**src/rtl/as6d_ram_scrub_ctrl_pkg.sv**
```systemverilog
// Shared types and helpers for the RAM scrub controller.
// The optional fault counter is enabled with AS6D_SCRUB_FAULT_CNT_EN.
package as6d_scrub_pkg;

    typedef enum logic [2:0] {
        IDLE,
        INIT,
        RD,
        RD_WAIT,
        WB
    } scrub_state_t;

    localparam int DEF_RD_LATENCY = 2;

    // Widths up to 32 bits; callers pass their own all-ones ceiling.
    function automatic logic [31:0] sat_inc(input logic [31:0] val, input logic [31:0] max);
        return (val >= max) ? max : val + 32'd1;
    endfunction

endpackage

```
**src/rtl/as6d_ram_scrub_ctrl_if.sv**
```systemverilog
// RAM wrapper port bundle: write port A, read port B, corrected data and ECC flags.
// mem_ecc_fault exists only when AS6D_SCRUB_FAULT_CNT_EN is defined.
interface as6d_ram_scrub_ctrl_if #(
    parameter int ADDR_WIDTH = 12,
    parameter int DATA_WIDTH = 128
) ();
    logic                  csa;
    logic                  wea;
    logic [ADDR_WIDTH-1:0] aa;
    logic [DATA_WIDTH-1:0] da;
    logic                  csb;
    logic                  reb;
    logic [ADDR_WIDTH-1:0] ab;
    logic [DATA_WIDTH-1:0] qb;
    logic                  sbe;
    logic                  dbe;
`ifdef AS6D_SCRUB_FAULT_CNT_EN
    logic                  ecc_fault;
`endif

    modport master (
        output csa, wea, aa, da, csb, reb, ab,
`ifdef AS6D_SCRUB_FAULT_CNT_EN
        input  ecc_fault,
`endif
        input  qb, sbe, dbe
    );

    modport slave (
        input  csa, wea, aa, da, csb, reb, ab,
`ifdef AS6D_SCRUB_FAULT_CNT_EN
        output ecc_fault,
`endif
        output qb, sbe, dbe
    );
endinterface

```
**src/rtl/as6d_ram_scrub_ctrl_sat_cnt.sv**
```systemverilog
// Saturating up-counter: holds at all-ones instead of wrapping.
module as6d_scrub_sat_cnt
    import as6d_scrub_pkg::*;
#(
    parameter int WIDTH = 16
) (
    input  logic             clk,
    input  logic             rst,
    input  logic             inc,
    output logic [WIDTH-1:0] cnt
);
    localparam logic [WIDTH-1:0] CNT_MAX = '1;

    always_ff @(posedge clk) begin
        if (rst)
            cnt <= '0;
        else if (inc)
            cnt <= WIDTH'(sat_inc(32'(cnt), 32'(CNT_MAX)));
    end
endmodule

```
**src/rtl/as6d_ram_scrub_ctrl.sv**
```systemverilog
// Zero-init and periodic ECC scrub engine for a 1R1W RAM wrapper; yields to func_req.
// Optional fault counter under AS6D_SCRUB_FAULT_CNT_EN.
//
// state   | meaning
// IDLE    | counting the scrub interval, waiting for init_start or scrub slot
// INIT    | writing zeros at ptr, one word per granted cycle
// RD      | issuing the scrub read at ptr when granted
// RD_WAIT | read in flight; flags sampled when wait_cnt reaches 0
// WB      | writing corrected data back to the captured address
module as6d_ram_scrub_ctrl
    import as6d_scrub_pkg::*;
#(
    parameter int ADDR_WIDTH = 12,
    parameter int DATA_WIDTH = 128,
    parameter int RAM_DEPTH  = 1 << ADDR_WIDTH,
    parameter int RD_LATENCY = DEF_RD_LATENCY,
    parameter int CNT_WIDTH  = 16
) (
    input  logic                  clk,
    input  logic                  rst,
    input  logic                  init_start,
    input  logic                  scrub_en,
    input  logic [CNT_WIDTH-1:0]  scrub_interval,
    input  logic                  func_req,
    input  logic                  func_wr_en,
    input  logic [ADDR_WIDTH-1:0] func_wr_addr,
    as6d_ram_scrub_ctrl_if.master mem,
    output logic                  busy,
    output logic                  init_done,
    output logic [CNT_WIDTH-1:0]  sbe_cnt,
    output logic [CNT_WIDTH-1:0]  dbe_cnt,
    output logic [ADDR_WIDTH-1:0] dbe_addr,
`ifdef AS6D_SCRUB_FAULT_CNT_EN
    output logic [CNT_WIDTH-1:0]  fault_cnt,
`endif
    output logic                  dbe_irq
);
    localparam logic [ADDR_WIDTH-1:0] LAST_ADDR = ADDR_WIDTH'(RAM_DEPTH - 1);
    localparam logic [CNT_WIDTH-1:0]  CNT_MAX   = '1;
    localparam logic [7:0]            WAIT_LOAD = 8'(RD_LATENCY);

    scrub_state_t          state;
    logic [ADDR_WIDTH-1:0] ptr;
    logic [ADDR_WIDTH-1:0] cap_addr;
    logic [DATA_WIDTH-1:0] wb_data;
    logic [CNT_WIDTH-1:0]  ival_cnt;
    logic [7:0]            wait_cnt;
    logic                  abort;
    logic                  init_last;

    logic [ADDR_WIDTH-1:0] ptr_next;
    logic                  hit, rd_sample, sbe_inc, dbe_inc, wb_go, err_irq;

    assign ptr_next  = (ptr == LAST_ADDR) ? '0 : ptr + ADDR_WIDTH'(1);
    // Before capture (RD) the pending read address is still ptr.
    assign hit       = func_wr_en
                     && (func_wr_addr == ((state == RD) ? ptr : cap_addr))
                     && (state == RD || state == RD_WAIT || state == WB);
    assign rd_sample = (state == RD_WAIT) && (wait_cnt == 8'd0);
    assign sbe_inc   = rd_sample && mem.sbe && !mem.dbe;
    assign dbe_inc   = rd_sample && mem.dbe;
    assign wb_go     = sbe_inc && !abort && !hit;

`ifdef AS6D_SCRUB_FAULT_CNT_EN
    logic fault_inc;
    assign fault_inc = rd_sample && mem.ecc_fault;
    assign err_irq   = dbe_inc || fault_inc;

    as6d_scrub_sat_cnt #(.WIDTH(CNT_WIDTH)) u_fault_cnt (
        .clk(clk), .rst(rst), .inc(fault_inc), .cnt(fault_cnt)
    );
`else
    assign err_irq   = dbe_inc;
`endif

    as6d_scrub_sat_cnt #(.WIDTH(CNT_WIDTH)) u_sbe_cnt (
        .clk(clk), .rst(rst), .inc(sbe_inc), .cnt(sbe_cnt)
    );

    as6d_scrub_sat_cnt #(.WIDTH(CNT_WIDTH)) u_dbe_cnt (
        .clk(clk), .rst(rst), .inc(dbe_inc), .cnt(dbe_cnt)
    );

    always_ff @(posedge clk) begin
        if (rst) begin
            state     <= IDLE;
            ptr       <= '0;
            cap_addr  <= '0;
            wb_data   <= '0;
            ival_cnt  <= '0;
            wait_cnt  <= '0;
            abort     <= 1'b0;
            init_last <= 1'b0;
            busy      <= 1'b0;
            init_done <= 1'b0;
            dbe_addr  <= '0;
            dbe_irq   <= 1'b0;
            mem.csa   <= 1'b0;
            mem.wea   <= 1'b0;
            mem.aa    <= '0;
            mem.da    <= '0;
            mem.csb   <= 1'b0;
            mem.reb   <= 1'b0;
            mem.ab    <= '0;
        end else begin
            mem.csa   <= 1'b0;
            mem.wea   <= 1'b0;
            mem.csb   <= 1'b0;
            mem.reb   <= 1'b0;
            dbe_irq   <= 1'b0;
            // init_done trails the final init write strobe by one cycle.
            init_last <= 1'b0;
            init_done <= init_done | init_last;
            if (hit)
                abort <= 1'b1;

            case (state)
                IDLE: begin
                    if (init_start) begin
                        state     <= INIT;
                        ptr       <= '0;
                        ival_cnt  <= '0;
                        init_done <= 1'b0;
                        busy      <= 1'b1;
                    end else if (scrub_en && ival_cnt >= scrub_interval) begin
                        state    <= RD;
                        ival_cnt <= '0;
                        abort    <= 1'b0;
                        busy     <= 1'b1;
                    end else if (scrub_en) begin
                        ival_cnt <= CNT_WIDTH'(sat_inc(32'(ival_cnt), 32'(CNT_MAX)));
                    end
                end
                INIT: begin
                    if (init_start) begin
                        ptr       <= '0;
                        init_done <= 1'b0;
                    end else if (!func_req) begin
                        mem.csa <= 1'b1;
                        mem.wea <= 1'b1;
                        mem.aa  <= ptr;
                        mem.da  <= '0;
                        ptr     <= ptr_next;
                        if (ptr == LAST_ADDR) begin
                            init_last <= 1'b1;
                            state     <= IDLE;
                            busy      <= 1'b0;
                        end
                    end
                end
                RD: begin
                    if (!func_req) begin
                        mem.csb  <= 1'b1;
                        mem.reb  <= 1'b1;
                        mem.ab   <= ptr;
                        cap_addr <= ptr;
                        wait_cnt <= WAIT_LOAD;
                        state    <= RD_WAIT;
                    end
                end
                RD_WAIT: begin
                    if (wait_cnt != 8'd0) begin
                        wait_cnt <= wait_cnt - 8'd1;
                    end else begin
                        ptr <= ptr_next;
                        if (dbe_inc)
                            dbe_addr <= cap_addr;
                        if (err_irq)
                            dbe_irq <= 1'b1;
                        if (wb_go) begin
                            wb_data <= mem.qb;
                            state   <= WB;
                        end else begin
                            state <= IDLE;
                            busy  <= 1'b0;
                        end
                    end
                end
                WB: begin
                    if (abort || hit) begin
                        state <= IDLE;
                        busy  <= 1'b0;
                    end else if (!func_req) begin
                        mem.csa <= 1'b1;
                        mem.wea <= 1'b1;
                        mem.aa  <= cap_addr;
                        mem.da  <= wb_data;
                        state   <= IDLE;
                        busy    <= 1'b0;
                    end
                end
                default: begin
                    state <= IDLE;
                    busy  <= 1'b0;
                end
            endcase
        end
    end
endmodule

```
**src/flat_wrapper.sv**
```systemverilog
// flat-port wrapper written by rule: the top's interface ports become plain ports
module as6d_ram_scrub_ctrl_flat import as6d_scrub_pkg::*;
#(
    parameter int ADDR_WIDTH = 12,
    parameter int DATA_WIDTH = 128,
    parameter int RAM_DEPTH  = 1 << ADDR_WIDTH,
    parameter int RD_LATENCY = DEF_RD_LATENCY,
    parameter int CNT_WIDTH  = 16
)
  (clk, rst, init_start, scrub_en, scrub_interval, func_req, func_wr_en, func_wr_addr, busy, init_done, sbe_cnt, dbe_cnt, dbe_addr, dbe_irq, mem_csa, mem_wea, mem_aa, mem_da, mem_csb, mem_reb, mem_ab, mem_qb, mem_sbe, mem_dbe);
  as6d_ram_scrub_ctrl_if #(.ADDR_WIDTH(ADDR_WIDTH), .DATA_WIDTH(DATA_WIDTH)) mem_i ();
  input  logic clk;
  input  logic rst;
  input  logic init_start;
  input  logic scrub_en;
  input  logic [CNT_WIDTH-1:0] scrub_interval;
  input  logic func_req;
  input  logic func_wr_en;
  input  logic [ADDR_WIDTH-1:0] func_wr_addr;
  output logic busy;
  output logic init_done;
  output logic [CNT_WIDTH-1:0] sbe_cnt;
  output logic [CNT_WIDTH-1:0] dbe_cnt;
  output logic [ADDR_WIDTH-1:0] dbe_addr;
  output logic dbe_irq;
  output wire logic [$bits(mem_i.csa)-1:0] mem_csa;
  output wire logic [$bits(mem_i.wea)-1:0] mem_wea;
  output wire logic [$bits(mem_i.aa)-1:0] mem_aa;
  output wire logic [$bits(mem_i.da)-1:0] mem_da;
  output wire logic [$bits(mem_i.csb)-1:0] mem_csb;
  output wire logic [$bits(mem_i.reb)-1:0] mem_reb;
  output wire logic [$bits(mem_i.ab)-1:0] mem_ab;
  input wire logic [$bits(mem_i.qb)-1:0] mem_qb;
  input wire logic [$bits(mem_i.sbe)-1:0] mem_sbe;
  input wire logic [$bits(mem_i.dbe)-1:0] mem_dbe;
  assign mem_csa = mem_i.csa;
  assign mem_wea = mem_i.wea;
  assign mem_aa = mem_i.aa;
  assign mem_da = mem_i.da;
  assign mem_csb = mem_i.csb;
  assign mem_reb = mem_i.reb;
  assign mem_ab = mem_i.ab;
  assign mem_i.qb = mem_qb;
  assign mem_i.sbe = mem_sbe;
  assign mem_i.dbe = mem_dbe;
  as6d_ram_scrub_ctrl #(.ADDR_WIDTH(ADDR_WIDTH), .DATA_WIDTH(DATA_WIDTH), .RAM_DEPTH(RAM_DEPTH), .RD_LATENCY(RD_LATENCY), .CNT_WIDTH(CNT_WIDTH)) u_core (.clk(clk), .rst(rst), .init_start(init_start), .scrub_en(scrub_en), .scrub_interval(scrub_interval), .func_req(func_req), .func_wr_en(func_wr_en), .func_wr_addr(func_wr_addr), .mem(mem_i), .busy(busy), .init_done(init_done), .sbe_cnt(sbe_cnt), .dbe_cnt(dbe_cnt), .dbe_addr(dbe_addr), .dbe_irq(dbe_irq));
endmodule
```
**config.mk**
```make
export PLATFORM = sky130hd
export DESIGN_NAME = as6d_ram_scrub_ctrl_flat
export DESIGN_NICKNAME = d
export VERILOG_FILES = /design/src/rtl/as6d_ram_scrub_ctrl_pkg.sv /design/src/rtl/as6d_ram_scrub_ctrl_if.sv /design/src/rtl/as6d_ram_scrub_ctrl_sat_cnt.sv /design/src/rtl/as6d_ram_scrub_ctrl.sv /design/src/flat_wrapper.sv
export SDC_FILE = /design/constraint.sdc
export NUM_CORES = 1
export LEC_CHECK = 0
export ABC_AREA = 1
export ABC_CLOCK_PERIOD_IN_PS = 4380
export CAP_MARGIN = 15
export CORE_MARGIN = 3
export CORE_UTILIZATION = 53
export DETAILED_ROUTE_END_ITERATION = 12
export GPL_TIMING_DRIVEN = 0
export PLACE_DENSITY = 0.85
export SYNTH_ARGS = -nofsm -noshare
export SYNTH_HDL_FRONTEND = slang
export SYNTH_SLANG_ARGS = --single-unit
```
**constraint.sdc**
```tcl
create_clock -name clk -period 4.38 [get_ports clk]
set_input_delay 0.876 -clock clk [delete_from_list [all_inputs] [get_ports clk]]
set_output_delay 0.876 -clock clk [all_outputs]
set_load 0.01 [all_outputs]
```
==> flow_metrics.env, run 1 <==
export IMPL_route_antenna_remaining_nets=0
export IMPL_drtPass1Iterations=6
export IMPL_hold_viol_final=0
export IMPL_synth_ff_type="dfxtp_1"
export IMPL_ys_ff_latch=370
export IMPL_cts_buffers=39
export IMPL_power_per_cell_area_nw_per_um2=388
export IMPL_dieArea_um2=30600
export IMPL_syn_instance_count=2024
export IMPL_via_count=15400
export IMPL_path_cells="clkdlybuf4s50_1 -> inv_1 -> ha_1 -> nand2_1 -> inv_1 -> o21ai_0 -> nand2_1 -> a21oi_1 -> nand3_1 -> nor2_1 -> clkbuf_1 -> o21ai_0 -> a21oi_1"
export IMPL_multiInputGateArea_um2=6230
export IMPL_critPathMaxFanout=10
export IMPL_seq_area_frac_synth_pct=48.9
export IMPL_route_detailed_drc=0
export IMPL_hpwl_um=35700
export IMPL_path_buf_inv=4
export IMPL_final_util_pct=73.4
export IMPL_arrival_ns=3.50
export IMPL_leakagePower_nw=7.47
export IMPL_tightest_slew_ns=0.982
export IMPL_viasPerCell=5.43
export IMPL_slew_headroom_pct=34.6
export IMPL_layout_nets=2616
export IMPL_cts_buffer_depth=3
export IMPL_period_minus_slack_ns=3.07
export IMPL_setup_viol=0
export IMPL_cts_tree="yes"
export IMPL_overflow=0
export IMPL_grt_usage_pct=30.4
export IMPL_cap_violations=0
export IMPL_clkLatencyLatePin_ns=0.52
export IMPL_critPathCaptureType="flip-flop"
export IMPL_grt_antenna_before_repair=4
export IMPL_grt_pass1_wl_um=75800
export IMPL_drive_gt1_share_pct=5.38
export IMPL_numPortBuffers=365
export IMPL_wirelength_um=48800
export IMPL_grt_max_degree=14
export IMPL_area_growth_pct=35.5
export IMPL_die_height_um=175
export IMPL_core_area_um2=27900
export IMPL_finalWeightedCongestion=0.969
export IMPL_critPathLaunchType="input port"
export IMPL_stdcell_count=2836
export IMPL_die_w_um=175
export IMPL_synth_area_leader_cell="dfxtp_1"
export IMPL_clk_pin_slew_worst_paths_ns=0.06
export IMPL_synth_edf_count=0
export IMPL_async_reset_ff_share_pct=0
export IMPL_max_clock_freq_ghz=0.326
export IMPL_io_pins=367
export IMPL_synth_distinct_cells=43
export IMPL_start_util_pct=54.2
export IMPL_cts_setup_buffers=0
export IMPL_min_path_type="flip-flop to flip-flop"
export IMPL_dp_cells=2767
export IMPL_synth_area_leaders="dfxtp_1 (49%), nand2_1 (11%), a21oi_1 (11%)"
export IMPL_syn_num_nets=2210
export IMPL_total_power_mw=7.97
export IMPL_grt_pass1_vias=14600
export IMPL_skew_ns=0.0201
export IMPL_synth_top_area_share_pct=48.9
export IMPL_regArea_um2=7410
export IMPL_h_tree_depth=2
export IMPL_std_cell_rows=61
export IMPL_crit_slowest_cell="clkdlybuf4s50_1"
export IMPL_clkSinkCount=370
export IMPL_ctsRootBufferMaster="clkbuf_16"
export IMPL_drt_initial_drc_count=1188
export IMPL_fillerInstances=2149
export IMPL_finalCritPeriodShare_pct=70.0
export IMPL_max_vdd_ir_drop_uv=433
export IMPL_crit_required_ns=4.82
export IMPL_ctsResizeCount=0
export IMPL_rsz0062_at_grt="no"
export IMPL_syn_avg_cell_area_um2=7.48
export IMPL_hold_buffers=0
export IMPL_fin_setup_tns_ns=0
export IMPL_slowest_delay_ns=0.46
export IMPL_ys_warn_count=0
export IMPL_syn_cell_area_um2=15100
export IMPL_slew_viol_final=0
export IMPL_avgRoutedWirePerCell_um=17.2
export IMPL_outcome="complete, no violations"
export IMPL_crit_family="buffers and inverters"
export IMPL_critPathKind="input port to flip-flop"
[registers in the layout, summed over array words and instances (netlist names), 3 cells and up]
signal                flops
u_core.dbe_addr          12
u_core.cap_addr          12
u_core.u_dbe_cnt.cnt     16
u_core.mem.da           128
u_core.ptr               12
u_core.mem.aa            12
u_core.wait_cnt           8
u_core.wb_data          128
u_core.ival_cnt          16
u_core.u_sbe_cnt.cnt     16
u_core.state              3
[final cells by class]
| type | instances | area share (%) |
|---|---|---|
| antenna | 3 | 0.0366 |
| buffer | 114 | 2.79 |
| clock buffer | 55 | 5.55 |
| clock inverter | 11 | 0.494 |
| inverter | 248 | 4.54 |
| multi-input combinational | 1292 | 30.4 |
| sequential | 370 | 36.1 |
| tap | 378 | 2.31 |
| timing repair buffer | 365 | 17.8 |
[cell usage in the layout, fill, tap and decap left out, drive strengths merged, types with 4 or more instances in the layout]
cell type      synthesis  layout
or2                    7       7
nor3b                  4       4
dfxtp                370     370
nor2                 102     102
nor3                  15      15
a21oi                329     329
a31oi                 14      14
clkbuf                61     116
nor4                   7       7
ha                    22      22
nand3b                 5       5
nand4                 13      13
xor2                  13      13
clkdlybuf4s50          0     365
o32ai                  4       4
buf                   53      53
clkinv                 0       8
inv                  248     249
o21ai                206     206
nand2                444     444
o22ai                  8       8
a211oi                 6       6
xnor2                  7       7
nand3                 72      72
o21a                   4       4
[metrics by stage]
| stage | setup slack (ns) | hold WS (ns) | cell area, um^2 |
|---|---|---|---|
| 6_report | 1.31 | 0.443 | 20500 |
| 5_1_grt | 1.10 | 0.455 | 20500 |
| 4_1_cts | 1.35 | 0.445 | 20500 |
| 3_5_place_dp | 0.825 | 0.436 | 19300 |
| 3_3_place_gp | 0.877 | 0.431 | 19300 |
| 2_1_floorplan | 1.92 | 0.424 | 15100 |
[per-layer routing]
| metal | global-route usage (%) | share of wire (%) |
|---|---|---|
| met5 | 0 | 0.027 |
| met4 | 14.0 | 4.7 |
| met3 | 6.74 | 8.4 |
| met2 | 51.3 | 47 |
| met1 | 37.2 | 40 |
[synth_stat cells, drive strengths merged, types with 8 or more instances]
cell / count
nand4: 13
nor2: 102
nor3: 15
nand3: 72
ha: 22
o22ai: 8
dfxtp: 370
xor2: 13
inv: 248
clkbuf: 61
o21ai: 206
nand2: 444
buf: 53
a31oi: 14
a21oi: 329
[logic make-up after synthesis]
| family | Yosys count | share of synthesized area, % |
|---|---|---|
| AND/OR/NAND/NOR | 673 | 18.5 |
| AO/OA/AOI/OAI | 577 | 19.7 |
| flip-flops | 370 | 48.9 |
| buffers and inverters | 362 | 9.94 |
| adder cells (fa/ha/maj) | 22 | 1.82 |
| XOR/XNOR | 20 | 1.16 |
[worst register-to-register path, cell delays in order (launching register included)]
cell,delay (ns)
dfxtp_1,0.43
nor2_4,0.20
buf_2,0.27
nand3_1,0.16
nand3_1,0.11
nand2_1,0.09
nor2_1,0.09
nand2_1,0.07
nor2_2,0.16
a21oi_2,0.11
nand2_1,0.21
buf_2,0.39
buf_2,0.27
o21ai_0,0.17
a21oi_1,0.17
[worst paths after layout]
kind                               to  cells after the start                start  slack [ns]
setup / recovery   u_core.ival_cnt[9]                     13   scrub_interval[13]        1.31
hold / removal    u_core.wb_data[106]                      2  u_core.wb_data[106]        0.44
setup reg to reg  u_core.wb_data[105]                     14      u_core.state[2]        1.40
hold reg to reg   u_core.wb_data[106]                      2  u_core.wb_data[106]        0.44
[power breakdown]
part / internal, mW / switching (mW)
clock network: 1.87 / 1.33
registers: 3.50 / 0.0893
logic: 0.463 / 0.721
(Power assumes the default switching activity.)
==> inputs of run 2 (changes only) <==
--- a/config.mk
+++ b/config.mk
@@ -6,13 +6,13 @@
 export NUM_CORES = 1
 export LEC_CHECK = 0
 export ABC_AREA = 1
-export ABC_CLOCK_PERIOD_IN_PS = 4380
+export ABC_CLOCK_PERIOD_IN_PS = 2500
 export CAP_MARGIN = 15
 export CORE_MARGIN = 3
-export CORE_UTILIZATION = 53
+export CORE_UTILIZATION = 45
 export DETAILED_ROUTE_END_ITERATION = 12
 export GPL_TIMING_DRIVEN = 0
-export PLACE_DENSITY = 0.85
+export PLACE_DENSITY = 0.77
 export SYNTH_ARGS = -nofsm -noshare
 export SYNTH_HDL_FRONTEND = slang
 export SYNTH_SLANG_ARGS = --single-unit
==> constraint.sdc (replaced) <==
create_clock -name clk -period 2.5 [get_ports clk]
set_input_delay 0.5 -clock clk [delete_from_list [all_inputs] [get_ports clk]]
set_output_delay 0.5 -clock clk [all_outputs]
set_load 0.01 [all_outputs]
==> run 2 against run 1 <==
The flow now finishes with violations (negative setup slack). Non-clock buffer count is 33 higher. Utilization down 5.5 points. Final cell count rose by 3.8%. Clock-buffer cell count rose by 5. Largest cell class unchanged.
==> flow_metrics.env, run 2 (synthesized netlist as in run 1, its figures left out) <==
export IMPL_outcome="finished with violations"
export IMPL_violations="negative setup slack"
export IMPL_std_cell_rows=66
export IMPL_finalWeightedCongestion=0.925
export IMPL_final_common_cell="nand2_1"
export IMPL_postPlaceCellArea_um2=19300
export IMPL_path_cells="nor2_4 -> nand2_4 -> buf_6 -> nand2_2 -> nand3b_1 -> nand2_1 -> nor2_1 -> nand2_1 -> nor2_4 -> a21oi_4 -> nand2_4 -> nand2_4 -> clkinv_8 -> buf_16 -> clkbuf_16 -> nand2_2 -> a21oi_2"
export IMPL_period_minus_slack_ns=2.51
export IMPL_path_depth=17
export IMPL_power_switching_mw=4.05
export IMPL_r2r_setup_slack_ns=-0.01
export IMPL_internal_power_mw=11.2
export IMPL_crit_slowest_cell="dfxtp_4"
export IMPL_cts_buffers=40
export IMPL_crit_family="simple AND/OR/NAND/NOR gates"
export IMPL_route_antenna_remaining_nets=0
export IMPL_finalCritPeriodShare_pct=100
export IMPL_route_detailed_drc=0
export IMPL_critPathLaunchType="flip-flop"
export IMPL_numPortBuffers=365
export IMPL_die_height_um=189
export IMPL_ff2ff_path_depth=17
export IMPL_hold_viol_final=0
export IMPL_slew_viol_final=0
export IMPL_grt_antenna_before_repair=7
export IMPL_grt_max_degree=14
export IMPL_mostFrequentLayoutCells="nand2_1 (383), dfxtp_1 (367), clkdlybuf4s50_1 (365)"
export IMPL_dp_cells=2831
export IMPL_regArea_um2=7410
export IMPL_arrival_ns=2.89
export IMPL_stdcell_area_um2=22300
export IMPL_drive_gt1_share_pct=13.7
export IMPL_clkLatencyLatePin_ns=0.53
export IMPL_hpwl_um=36200
export IMPL_top_regs="u_core.mem.da (128), u_core.wb_data (128)"
export IMPL_seqPwrFrac_pct=41.4
export IMPL_io_pins=367
export IMPL_clk_pin_slew_worst_paths_ns=0.06
export IMPL_drt_initial_drc_count=1065
export IMPL_max_clock_freq_ghz=0.398
export IMPL_tightest_slew_ns=1.06
export IMPL_core_area_um2=32900
export IMPL_path_buf_inv=4
export IMPL_critPathKind="flip-flop to flip-flop"
export IMPL_ctsRootBufferMaster="clkbuf_16"
export IMPL_combPwrFrac_pct=17.0
export IMPL_viasPerCell=5.30
export IMPL_clkPwrFrac_pct=41.7
export IMPL_timing_rr_end="u_core.mem.da[85]"
export IMPL_p_sw_share_pct=26.6
export IMPL_leakagePower_nw=8.12
export IMPL_rsz0062_at_grt="yes"
export IMPL_crit_required_ns=2.88
export IMPL_grt_pass1_vias=14400
export IMPL_cts_tree="yes"
export IMPL_holdWs_ns=0.443
export IMPL_avgRoutedWirePerCell_um=17.8
export IMPL_setup_slack_ns=-0.0100
export IMPL_setup_viol=2
export IMPL_start_util_pct=46.1
export IMPL_area_growth_pct=47.5
export IMPL_slowest_delay_ns=0.36
export IMPL_drtPass1Iterations=6
export IMPL_final_util_pct=67.9
export IMPL_overflow=0
export IMPL_h_tree_depth=2
export IMPL_via_count=15600
export IMPL_dp_slack_ns=-0.643
export IMPL_cts_buffer_depth=3
export IMPL_crit_path_frequent_cell="nand2_4"
export IMPL_timing_rr_start="u_core.state[2]"
export IMPL_cap_violations=0
export IMPL_hold_buffers=0
export IMPL_stdcell_count=2943
export IMPL_min_path_type="flip-flop to flip-flop"
export IMPL_wirelength_um=52200
export IMPL_grt_pass1_wl_um=76200
export IMPL_min_from="u_core.wb_data[23]"
export IMPL_critPathMaxFanout=8
export IMPL_skew_ns=0.0139
export IMPL_hold_path_end="u_core.wb_data[23]"
export IMPL_min_path_cells=2
export IMPL_clkSinkCount=370
export IMPL_layout_nets=2650
export IMPL_slew_headroom_pct=29.5
export IMPL_power_per_cell_area_nw_per_um2=681
export IMPL_fin_setup_tns_ns=-0.0131
export IMPL_critPathCaptureType="flip-flop"
export IMPL_multiInputGateArea_um2=6920
export IMPL_max_vdd_ir_drop_uv=623
export IMPL_grt_usage_pct=26.2
export IMPL_dieArea_um2=35900
export IMPL_die_w_um=189
export IMPL_fillerInstances=2631
export IMPL_total_power_mw=15.2
-- run 2: metal layers --
metal | global-route usage [%] | routed length [um]
met5 | 0 | 14
met4 | 10.3 | 2100
met3 | 5.22 | 3720
met2 | 42.8 | 24600
met1 | 34.2 | 21800
-- run 2: tightest hold or removal path: stages, from the launching register on --
cell	delay, ns
dfxtp_1	0.31
inv_1	0.05
a21oi_1	0.05
-- run 2: cell type report --
cell class | count | share of cell area [%]
Antenna cell | 6 | 0.0672
Buffer | 113 | 3.92
Clock buffer | 60 | 5.50
Clock inverter | 13 | 0.947
Inverter | 248 | 4.25
Multi-Input combinational cell | 1292 | 31.0
Sequential cell | 370 | 33.2
Tap cell | 442 | 2.48
Timing Repair Buffer | 399 | 18.6
-- run 2: how the worst max path moves through the flow --
stage / slack (ns) / startpoint / to
2_1_floorplan: 0.42 / scrub_interval[13] / u_core.ival_cnt[0]
3_3_place_gp: -0.63 / scrub_interval[13] / u_core.ival_cnt[0]
5_1_grt: -0.11 / u_core.state[2] / u_core.mem.da[58]
3_5_place_dp: -0.64 / scrub_interval[13] / u_core.ival_cnt[0]
4_1_cts: 0.009 / u_core.state[2] / u_core.mem.da[107]
6_report: -0.01 / u_core.state[2] / u_core.mem.da[85]
-- run 2: power groups by stage --
| stage | clock [mW] | combinational (mW) | sequential (mW) |
|---|---|---|---|
| 5_1_grt | 6.64 | 2.80 | 6.31 |
| 6_report | 6.34 | 2.58 | 6.29 |
| 2_1_floorplan | 0 | 1.21 | 6.40 |
| 3_5_place_dp | 0 | 2.03 | 6.40 |
| 4_1_cts | 6.40 | 2.12 | 6.28 |
| 3_3_place_gp | 0 | 1.99 | 6.40 |
-- run 2: what timing repair did --
item | in CTS | in global routing
gates cloned | 1 | 15
setup endpoints to repair | 296 | 316
resized for setup | 55 | 306
setup buffers | 6 | 12
pin swaps | 5 | 23
==> inputs of run 3 (changes only) <==
--- a/config.mk
+++ b/config.mk
@@ -9,10 +9,11 @@
 export ABC_CLOCK_PERIOD_IN_PS = 2500
 export CAP_MARGIN = 15
 export CORE_MARGIN = 3
-export CORE_UTILIZATION = 45
+export CORE_UTILIZATION = 46
+export CTS_BUF_LIST = sky130_fd_sc_hd__clkbuf_8
 export DETAILED_ROUTE_END_ITERATION = 12
-export GPL_TIMING_DRIVEN = 0
-export PLACE_DENSITY = 0.77
+export GPL_TIMING_DRIVEN = 1
+export PLACE_DENSITY = 0.78
 export SYNTH_ARGS = -nofsm -noshare
 export SYNTH_HDL_FRONTEND = slang
 export SYNTH_SLANG_ARGS = --single-unit
==> run 3 against run 2 <==
The run still ends with negative setup slack left. Sequential share of layout area up 1.8 points. Register-to-register slack got worse by 0.02 ns. Global-route usage fell by 1.7 points. Wire length down 12%. Fmax shrank 0.89%. Via count is 4.6% lower. Total power fell by 6.3%. Hold slack worse by 0.16 ns. Critical path depth stayed put. Non-clock buffer count down 74. Utilization decreased by 1.7 points. Critical path type unchanged. Largest cell class unchanged.
==> flow_metrics.env, run 3 (synthesized netlist as in run 1, its figures left out) <==
export IMPL_ctsRootBufferMaster="clkbuf_8"
export IMPL_route_detailed_drc=0
export IMPL_critPathCaptureType="flip-flop"
export IMPL_drt_initial_drc_count=1033
export IMPL_hold_viol_final=0
export IMPL_avgRoutedWirePerCell_um=15.9
export IMPL_finalWeightedCongestion=0.919
export IMPL_clk_pin_slew_worst_paths_ns=0.06
export IMPL_total_power_mw=14.2
export IMPL_max_vdd_ir_drop_uv=557
export IMPL_tightest_slew_ns=0.715
export IMPL_h_tree_depth=2
export IMPL_cts_buffer_depth=3
export IMPL_die_height_um=187
export IMPL_period_minus_slack_ns=2.53
export IMPL_power_per_cell_area_nw_per_um2=673
export IMPL_min_path_type="input port to flip-flop"
export IMPL_area_growth_pct=39.9
export IMPL_drive_gt1_share_pct=9.10
export IMPL_critPathLaunchType="flip-flop"
export IMPL_arrival_ns=2.98
export IMPL_slew_headroom_pct=52.3
export IMPL_overflow=0
export IMPL_dieArea_um2=35100
export IMPL_critPathMaxFanout=11
export IMPL_dp_cells=2766
export IMPL_grt_pass1_wl_um=72500
export IMPL_cts_buffers=59
export IMPL_hpwl_um=30800
export IMPL_dp_slack_ns=-0.135
export IMPL_final_util_pct=66.3
export IMPL_rsz0062_at_grt="yes"
export IMPL_critPathKind="flip-flop to flip-flop"
export IMPL_grt_usage_pct=24.6
export IMPL_layout_nets=2596
export IMPL_leakagePower_nw=7.83
export IMPL_viasPerCell=5.13
export IMPL_max_clock_freq_ghz=0.395
export IMPL_holdWs_ns=0.283
export IMPL_drtPass1Iterations=6
export IMPL_cap_violations=0
export IMPL_clkLatencyLatePin_ns=0.60
export IMPL_via_count=14900
export IMPL_route_antenna_remaining_nets=0
export IMPL_wirelength_um=46100
export IMPL_finalCritPeriodShare_pct=101
export IMPL_grt_pass1_vias=14500
export IMPL_slew_viol_final=0
export IMPL_crit_required_ns=2.95
export IMPL_final_common_cell="nand2_1"
export IMPL_io_pins=367
export IMPL_start_util_pct=47.4
export IMPL_die_w_um=187
export IMPL_mostFrequentLayoutCells="nand2_1 (433), dfxtp_1 (367), clkdlybuf4s50_1 (365)"
export IMPL_skew_ns=0.0316
export IMPL_grt_max_degree=122
export IMPL_grt_antenna_before_repair=3
export IMPL_setup_viol=12
export IMPL_std_cell_rows=65
export IMPL_core_area_um2=32000
export IMPL_top_regs="u_core.mem.da (128), u_core.wb_data (128)"
export IMPL_stdcell_count=2899
export IMPL_numPortBuffers=366
export IMPL_violations="negative setup slack"
export IMPL_setup_slack_ns=-0.0325
export IMPL_cts_tree="yes"
export IMPL_outcome="finished with violations"
export IMPL_clkSinkCount=370
run 3: changes by cell type in the layout (fill, tap and decap cells not counted), sizes merged:
cell and change:
buf -4, nand2 +1, clkbuf -45, inv +14
bufinv -3, clkinv +4, clkinvlp -1, diode -3
run 3: repair_timing:
item | in CTS | in global routing
endpoints found under the setup margin | 23 | 282
buffers inserted | 5 | 9
resized for setup | 8 | 51
cloned | 1 | 4
hold buffers | 0 | 0
pin swaps | 2 | 7
run 3: metal layers:
layer  track usage (%)  vias up  routed length (um)
met4              9.44        0                1510
met3              5.38      106                3430
met5                 0        -                   0
li1                  -     7374                   -
met2              41.6      543               22100
met1              30.7     6854               19000
run 3: per-stage QoR:
stage / TNS [ns] / area, um^2
finish: -0.171 / 21200
global route: -5.59 / 21200
CTS: 0 / 20800
detailed placement: -7.23 / 19400
global placement: -1.90 / 19400
floorplan: 0 / 15100
run 3: where the power goes:
| part | internal (mW) | switching [mW] | total [mW] |
|---|---|---|---|
| Clock | 3.22 | 2.41 | 5.62 |
| Sequential | 6.14 | 0.172 | 6.31 |
| Combinational | 0.995 | 1.32 | 2.32 |
run 3: worst paths after layout:
path,start,to,slack [ns],cells after the start
worst min-delay path,rst,u_core.busy,0.28,4
worst min register to register,u_core.wb_data[17],u_core.wb_data[17],0.44,2
worst max register to register,u_core.state[0],u_core.mem.da[39],-0.03,17
worst max-delay path,u_core.state[0],u_core.mem.da[39],-0.03,17
run 3: cell type report:
class / count / area, um^2
diodes: 3 / 7.51
clock buffers: 85 / 1170
clock inverters: 27 / 175
fillers: 2641 / 10800
inverters: 248 / 953
multi-input cells: 1293 / 6390
flip-flops and latches: 370 / 7420
well taps: 435 / 544
repair buffers: 438 / 4520
run 3: critical path, cell delays in order, from the launching register on:
cell and delay, ns:
dfxtp_4 0.36, nor2_4 0.16, buf_6 0.13, buf_4 0.11, buf_4 0.11, nand3_2 0.07, nand2_1 0.09, nand2_1 0.07
nand3b_1 0.15, nor2_4 0.07, a21oi_4 0.28, nand2_4 0.12, nand2_4 0.11, clkinv_8 0.09, buf_12 0.14, clkbuf_16 0.17
nand2_1 0.08, a21oi_2 0.05
